### config.mk
export PLATFORM = sky130hd
export DESIGN_NAME = riscv_icache
export DESIGN_NICKNAME = d
export VERILOG_FILES = /design/src/rtl/riscv_icache.sv
export SDC_FILE = /design/constraint.sdc
export NUM_CORES = 2
export LEC_CHECK = 0
export CAP_MARGIN = 20
export CORE_ASPECT_RATIO = 1.4
export CORE_MARGIN = 2
export CORE_UTILIZATION = 60
export CTS_BUF_LIST = sky130_fd_sc_hd__clkbuf_8
export CTS_CLUSTER_DIAMETER = 40
export DETAILED_ROUTE_END_ITERATION = 10
export PLACE_DENSITY_LB_ADDON = 0.15
export SLEW_MARGIN = 20
export SYNTH_ARGS = -nofsm -noshare
export SYNTH_HDL_FRONTEND = slang
export SYNTH_SLANG_ARGS = --single-unit
### constraint.sdc
create_clock -name clk_i -period 5.7 [get_ports clk_i]
set_input_delay 1.14 -clock clk_i [delete_from_list [all_inputs] [get_ports clk_i]]
set_output_delay 1.14 -clock clk_i [all_outputs]
set_load 0.005 [all_outputs]
### src/rtl/riscv_icache.sv
// Direct-mapped read-only instruction cache: 1-cycle hit, word-by-word refill on miss.
// stall_o freezes fetch from miss detection through the last refill ack.
module riscv_icache #(
    parameter int LINES          = 16,
    parameter int WORDS_PER_LINE = 4,
    parameter int ADDR_W         = 32
) (
    input  logic              clk_i,
    input  logic              rst_i,
    input  logic [ADDR_W-1:0] inst_cache_a,
    input  logic              inst_cache_ren,
    output logic [31:0]       inst_cache_d,
    output logic              stall_o,
    input  logic              flush_i,
    output logic              mem_req_o,
    output logic [ADDR_W-1:0] mem_addr_o,
    input  logic              mem_ack_i,
    input  logic [31:0]       mem_data_i,
    output logic [31:0]       miss_count_o
);

    localparam int OFF   = $clog2(WORDS_PER_LINE);
    localparam int IDX   = $clog2(LINES);
    localparam int TAG_W = ADDR_W - OFF - IDX - 2;
    localparam logic [OFF-1:0] CNT_LAST = OFF'(WORDS_PER_LINE - 1);

    typedef enum logic [1:0] {S_LOOKUP, S_REFILL, S_RESUME} state_t;

    state_t              r_state;
    state_t              w_next;
    logic [ADDR_W-1:0]   r_a_q;
    logic                r_lookup_v;
    logic [LINES-1:0]    r_valid;
    logic [TAG_W-1:0]    r_tag  [LINES];
    logic [31:0]         r_data [LINES*WORDS_PER_LINE];
    logic [OFF-1:0]      r_cnt;
    logic                r_flush_pend;
    logic [31:0]         r_miss_count;
    logic [31:0]         r_inst_d;
    logic [31:0]         r_fwd;

    logic [OFF-1:0]      w_word;
    logic [IDX-1:0]      w_idx;
    logic [TAG_W-1:0]    w_tag;
    logic                w_hit;
    logic                w_miss;
    logic                w_ack;
    logic                w_last_ack;
    logic                w_stall;
    logic                w_mem_req;
    logic [ADDR_W-1:0]   w_mem_addr;
    logic [31:0]         w_inst_d;
    logic                w_unused_ok;

    assign w_word      = r_a_q[OFF+1:2];
    assign w_idx       = r_a_q[OFF+IDX+1:OFF+2];
    assign w_tag       = r_a_q[ADDR_W-1:OFF+IDX+2];
    assign w_unused_ok = ^r_a_q[1:0];

    assign w_hit      = r_lookup_v & r_valid[w_idx] & (r_tag[w_idx] == w_tag);
    assign w_miss     = (r_state == S_LOOKUP) & r_lookup_v & ~w_hit;
    assign w_ack      = (r_state == S_REFILL) & mem_ack_i;
    assign w_last_ack = w_ack & (r_cnt == CNT_LAST);

    always_comb begin
        w_next     = r_state;
        w_stall    = 1'b0;
        w_mem_req  = 1'b0;
        w_mem_addr = '0;
        w_inst_d   = r_inst_d;
        case (r_state)
            S_LOOKUP: begin
                if (w_hit) begin
                    w_inst_d = r_data[{w_idx, w_word}];
                end else if (r_lookup_v) begin
                    w_stall = 1'b1;
                    w_next  = S_REFILL;
                end
            end
            S_REFILL: begin
                w_stall    = 1'b1;
                w_mem_req  = 1'b1;
                w_mem_addr = {w_tag, w_idx, r_cnt, 2'b00};
                if (w_last_ack) begin
                    w_next = S_RESUME;
                end
            end
            S_RESUME: begin
                // The refilled word comes from r_fwd so a pending flush cannot hide it.
                w_inst_d = r_fwd;
                w_next   = S_LOOKUP;
            end
            default: w_next = S_LOOKUP;
        endcase
    end

    always_ff @(posedge clk_i or posedge rst_i) begin
        if (rst_i) begin
            r_state      <= S_LOOKUP;
            r_a_q        <= '0;
            r_lookup_v   <= 1'b0;
            r_valid      <= '0;
            r_cnt        <= '0;
            r_flush_pend <= 1'b0;
            r_miss_count <= '0;
            r_inst_d     <= '0;
        end else begin
            r_state  <= w_next;
            r_inst_d <= w_inst_d;
            if (!w_stall) begin
                r_a_q      <= inst_cache_a;
                r_lookup_v <= inst_cache_ren;
            end
            if (w_miss) begin
                r_miss_count <= r_miss_count + 32'd1;
                r_cnt        <= '0;
            end
            if (w_ack) begin
                r_cnt <= r_cnt + 1'b1;
            end
            if (r_state != S_REFILL) begin
                if (flush_i) begin
                    r_valid <= '0;
                end
            end else begin
                if (flush_i) begin
                    r_flush_pend <= 1'b1;
                end
                if (w_last_ack) begin
                    if (r_flush_pend || flush_i) begin
                        r_valid      <= '0;
                        r_flush_pend <= 1'b0;
                    end else begin
                        r_valid[w_idx] <= 1'b1;
                    end
                end
            end
        end
    end

    // Storage arrays carry no reset; the valid bits alone qualify them.
    always_ff @(posedge clk_i) begin
        if (w_ack) begin
            r_data[{w_idx, r_cnt}] <= mem_data_i;
            if (r_cnt == w_word) begin
                r_fwd <= mem_data_i;
            end
        end
        if (w_last_ack) begin
            r_tag[w_idx] <= w_tag;
        end
    end

    assign inst_cache_d = w_inst_d;
    assign stall_o      = w_stall;
    assign mem_req_o    = w_mem_req;
    assign mem_addr_o   = w_mem_addr;
    assign miss_count_o = r_miss_count;

endmodule

## Word-level counts from Yosys, hierarchy flattened

Memories as Yosys holds them, arrays and structs flattened.
Index checks and enable logic that the tools add are counted.

- Bitwise gates (word level): 8
- Multiply operators: 0
- Reduce and logical (&&, ||, !) cells: 8
- Equality and inequality tests: 10
- Div/mod/pow operators: 0
- Mux-type cells: 28
- Shift-type cells: 0
- Add/sub/neg operators: 2
- Magnitude comparators: 2

Operators by type and width:

| kind | count |
|---|---|
| 16-bit 2-to-1 mux | 4 |
| 32-bit 2-to-1 mux | 2 |
| 32-bit case mux with 2 select lines | 1 |
| 32-bit by 1-bit adder with 32-bit output, second input constant | 1 |
| 24-bit equality test | 1 |
| 16-bit bitwise OR | 1 |
| 1-bit 2-to-1 mux | 12 |
| 2-bit 2-to-1 mux | 5 |
| 2-bit != test, second input constant | 4 |
| 1-bit AND | 6 |
| 4-bit by 5-bit < comparator with 1-bit output, second input constant | 1 |
| 1-bit binary-select mux with 4-bit select | 1 |
| 1-bit demux with 4-bit select | 1 |
| 2-bit equality test, second input constant | 2 |
| 4-bit by 1-bit >= comparator with 1-bit output, second input constant | 1 |
| 2-bit case mux with 2 select lines | 1 |
| 2-bit AND reduction | 2 |
| 2-bit nonzero test | 2 |
| 3-bit AND reduction | 1 |
| 2-bit by 1-bit adder with 2-bit output, second input constant | 1 |
| 2-bit by 1-bit equality test with 1-bit output, second input constant | 1 |
| 2-bit equality test | 1 |
| 2-bit logical NOT | 1 |
| 2-bit by 1-bit != test with 1-bit output, second input constant | 1 |
| 4 further kinds | 4 |

- Bits of input ports: 69
- Memories kept: 2
- Output and inout bits: 98
- Bits in latches: 0
- Word-level logic and storage cells: 69
- Bits in writable memories: 2,432
- Memory bits (read-only): 0
- Bits in registers: 150

Memories:

| memory | words | bits a word | rd ports | clocked after memory_dff | write ports | RTL line | text |
|---|---|---|---|---|---|---|---|
| r_data | 64 | 32 | 1 | 0 | 1 | 35 | `logic [31:0] r_data [LINES*WORDS_PER_LINE];` |
| r_tag | 16 | 24 | 1 | 0 | 1 | 34 | `logic [TAG_W-1:0] r_tag [LINES];` |

## Logic depth before layout (Yosys ltp)

- Depth after elaboration: 8
- Mapped depth: 16
- Depth with buffers taken out: 9

## Worst setup path before layout

OpenSTA, ideal clock, no wires.

- Kind: register to register
- Start: register r_a_q[2]
- End: register r_fwd[0] (enable)
- Stages on the path, launching flop included: 9
- Data required time: 5.239 ns
- Setup time: 0.461 ns
- Data arrival time: 4.435 ns
- Clock period less this slack: 4.896 ns
- Setup slack: 0.804 ns
- Path buffers: 6
- Path through: dfrtp_1 clkbuf_1 buf_2 buf_2 buf_2 buf_2 clkbuf_1 xor2_1 nor3_1

- Cells in the longest elaborated chain, start to end: 2

RTL lines:

| what | RTL line | text |
|---|---|---|
| start, declared | 31 | `logic [ADDR_W-1:0] r_a_q;` |
| start signal, assigned | 111 | `r_a_q <= inst_cache_a;` |
| 2-bit equality test | 145 | `if (r_cnt == w_word) begin` |
| 2-bit AND reduction (no source line) | - |  |
| end signal, assigned | 146 | `r_fwd <= mem_data_i;` |
| end, declared | 40 | `logic [31:0] r_fwd;` |

Every way passes these cells.
A chain may end at the register's enable or synchronous reset.

## Final worst setup path

- Start: register r_a_q[5]
- End: output inst_cache_d[25]

- Cells in the longest elaborated chain, start to end: 6
- Elaborated cells between the ends (all ways): 9
- Classes of those cells: eq/ne (1); mux (4); bitwise (2); memory (2)

RTL lines:

| what | RTL line | text |
|---|---|---|
| branches (longest 4 deep; another with memory 16 x 24 bit) | - |  |
| 32-bit 2-to-1 mux (*) | 73 | `if (w_hit) begin` |
| 32-bit case mux with 2 select lines (*) | 71 | `case (r_state)` |
| end, declared | 12 | `output logic [31:0] inst_cache_d,` |

Mark *: on every way between the ends. The select of a mux whose other input is x is not followed.

==> reports/qor.yml <==
final_net_count: 5404
drt_first_pass_iters: 8
post_dp_cell_area_um2: 107000
hpwl_mm: 159
grt_max_degree: 98
synthDistinctLibCells: 77
ys_top_cells_by_count: "edfxtp_1 (2,464), mux4_2 (650), clkbuf_1 (156)"
synth_ff_type: "edfxtp_1"
ant_nets: 0
maxCapViolCount: 0
drt_wl_total_mm: 274
setup_viol: 33
syn_area_per_cell_um2: 21.6
rows: 177
clk_latency_ps: 1080
critical_path_class: "register to output pin"
die_w_um: 349
clockBufferDepth: 4
synth.most_common_cell: "edfxtp_1"
dp_cells: 7040
fin_cells: 7769
coreArea_um2: 166000
grt_usage: 0.328
port_buffers: 162
drive_above_1_share: 0.323
cp-end-kind: "output pin"
utilization: 0.693
internal-power_mw: 30.4
min_path_type: "register to register"
power_density_nw_per_um2: 352
fin_ws_ps: -609
cts_tree: "built"
finalInstanceArea_um2: 115000
fin_hold_ws_ps: 464
cts_buffers: 386
place_congestion: 0.923
ys_warn_count: 0
die_area_um2: 170000
cts_hold_buf: 0
clkTransAtPathRegs_ps: 60
critPathArrivalTime_ps: 5170
wl_per_cell_um: 35.3
p_leak_nw: 37.4
finalCriticalPeriod_ps: 6310
p_seq_frac: 0.528
syn_to_final_growth_pct: 15.0
grt_pass1_wl_mm: 386
rsz0062_at_grt: "yes"
synthTopCellsByArea: "edfxtp_1 (74%), mux4_2 (15%), dfrtp_1 (2.9%)"
root_buffer: "clkbuf_8"
max_freq_ghz: 0.159
yosys.area.top_type: "edfxtp_1"
reg2reg_depth: 10
via_count: 53075
synth_area_um2: 100000
finalClockSkew_ps: 56.1
layout.area.seq_um2: 76900
hold_path_depth: 1
drt_iter0_markers: 7001
grt_pass1_vias: 53285
remaining_drc_errors: 0
fin_crit_sh: 1.11
cts_sinks: 2580
crit_fanout: 8
finalHoldViolCount: 0
syn_inst: 4623
combPwrFrac: 0.126
die_h_um: 487
cp-start-kind: "register"
pin_count: 167
fillCellCount: 10051
dp_slack_ps: -308
antenna_found_initial: 8
netSwitchingFraction: 0.250
drv_slew: 0
worstMarginPinSlew_ps: 1140
floorplan.initialDensity: 0.603
p_switching_mw: 10.1
ys_ff_latch: 2580
violations: "negative setup slack"
overflow: 0
synth_edf_count: 2464
power.share.clock: 0.345
cts_max_level: 5
cp.required_ps: 4560
peakVddDrop_uv: 301
via_per_inst: 6.83
maxSlewHeadroom: 0.238
ys_seq_area_frac: 0.769
multi_input_area_um2: 22800
synth_top_area_frac: 0.740
synthArstFlopShare: 0.0450
status: "finished with violations"
## worst paths after layout
path | startpoint | end | slack, ps
worst min-delay path | miss_count_o[31]$_DFFE_PP0P_ | miss_count_o[31]$_DFFE_PP0P_ | 460
worst min register to register | miss_count_o[31]$_DFFE_PP0P_ | miss_count_o[31]$_DFFE_PP0P_ | 460
min in group asynchronous | rst_i | miss_count_o[3]$_DFFE_PP0P_ | 660
max in group asynchronous | rst_i | r_inst_d[15]$_DFF_PP0_ | 3930
worst max-delay path | r_a_q[5]$_DFFE_PP0N_ | inst_cache_d[25] | -610
worst max register to register | r_a_q[6]$_DFFE_PP0N_ | r_data[22][31]$_DFFE_PP_ | 1230
## metrics by stage
step / power, mW / TNS (ps)
after floorplan: 24.2 / 0
after global placement: 26.5 / -4440
after detailed placement: 26.6 / -7220
after CTS: 40.5 / -18750
after global routing: 41.6 / -20730
final: 40.5 / -15620
## layout by cell type (no fill, tap or decap), types with 21 or more instances in the layout
cell             synthesis  layout
nand2_1                118     115
a221o_1                 33      33
clkinv_1                 1      96
buf_6                    6      35
mux2i_1                 74      69
clkdlybuf4s50_1          0      97
o22ai_1                 91      88
and2_1                  26      25
a21oi_1                 59      59
dfrtp_1                116     109
mux4_2                 650     650
buf_4                   11     371
inv_1                   11     127
nand3b_1                21      21
clkbuf_8                 0     400
buf_12                   0      53
edfxtp_1              2464    2464
nor2b_1                 23      21
o21ai_0                 74      69
nor2_1                 152      71
xor2_1                  32      31
nor3_1                  39      36
clkinv_2                 0      34
nor2_4                   0      64
mux2_2                  57      56
a22oi_1                 52      52
buf_2                   45      25
## per-layer routing
metal	global-route usage	share of wire	vias to the layer above
li1	-	-	20952
met3	0.0633	0.094	694
met4	0.176	0.059	0
met2	0.538	0.50	3383
met1	0.419	0.34	28046
met5	0	0	-
## critical path, stage by stage (launching register included)
cell     delay, ps
dfrtp_4        540
buf_6          170
buf_16         140
mux4_2         530
mux2i_4        180
o22a_1         170
nand4_1        140
o41ai_4        470
buf_4          180
nand4_1        150
buf_4          190
nor3_4         210
buf_12         130
buf_12         140
buf_8          120
buf_6           90
mux2i_1         60
a221o_1        310
buf_6          160
## power groups by stage
| stage | Clock (mW) | Sequential, mW | Combinational, mW |
|---|---|---|---|
| 6_report | 14.0 | 21.4 | 5.12 |
| 2_1_floorplan | 0 | 21.7 | 2.52 |
| 3_3_place_gp | 0 | 21.7 | 4.79 |
| 5_1_grt | 15.0 | 21.4 | 5.31 |
| 4_1_cts | 14.2 | 21.4 | 5.02 |
| 3_5_place_dp | 0 | 21.8 | 4.86 |
## state kept, by name, indices dropped and copies added, names as in the netlist
register	count
r_fwd	32
r_a_q	30
r_data	2048
r_valid	16
r_tag	384
r_inst_d	32
r_flush_pend	1
r_cnt	2
r_lookup_v	1
miss_count_o	32
r_state	2
## logic make-up (layout without fill, tap and decap cells)
| kind of cell | after synthesis | after routing | synth area share |
|---|---|---|---|
| other | 1 | 8 | 0.0000375 |
| and+or+nand+nor | 491 | 491 | 0.0237 |
| buffers and inverters | 289 | 1280 | 0.0126 |
| xor gates and xnor gates | 50 | 50 | 0.00438 |
| DFF | 2580 | 2580 | 0.769 |
| muxes | 781 | 781 | 0.160 |
| AOI/OAI and AO/OA | 429 | 429 | 0.0295 |
| adders and majority gates | 2 | 2 | 0.000250 |
## area by class of cell
cell class,count,share of cell area
diodes,6,0.000131
clock buffers,400,0.0479
clock inverters,270,0.0127
inverters,14,0.000501
multi-input cells,1755,0.198
flip-flops and latches,2580,0.669
well taps,2148,0.0234
repair buffers,596,0.0481
## timing repair
action	in CTS	in global routing
gates resized for setup	206	48
setup endpoints to repair	33	33
gates cloned	2	0
pin swaps	27	12
setup buffers	42	12
No activity file was read; power rests on OpenSTA's default activity.
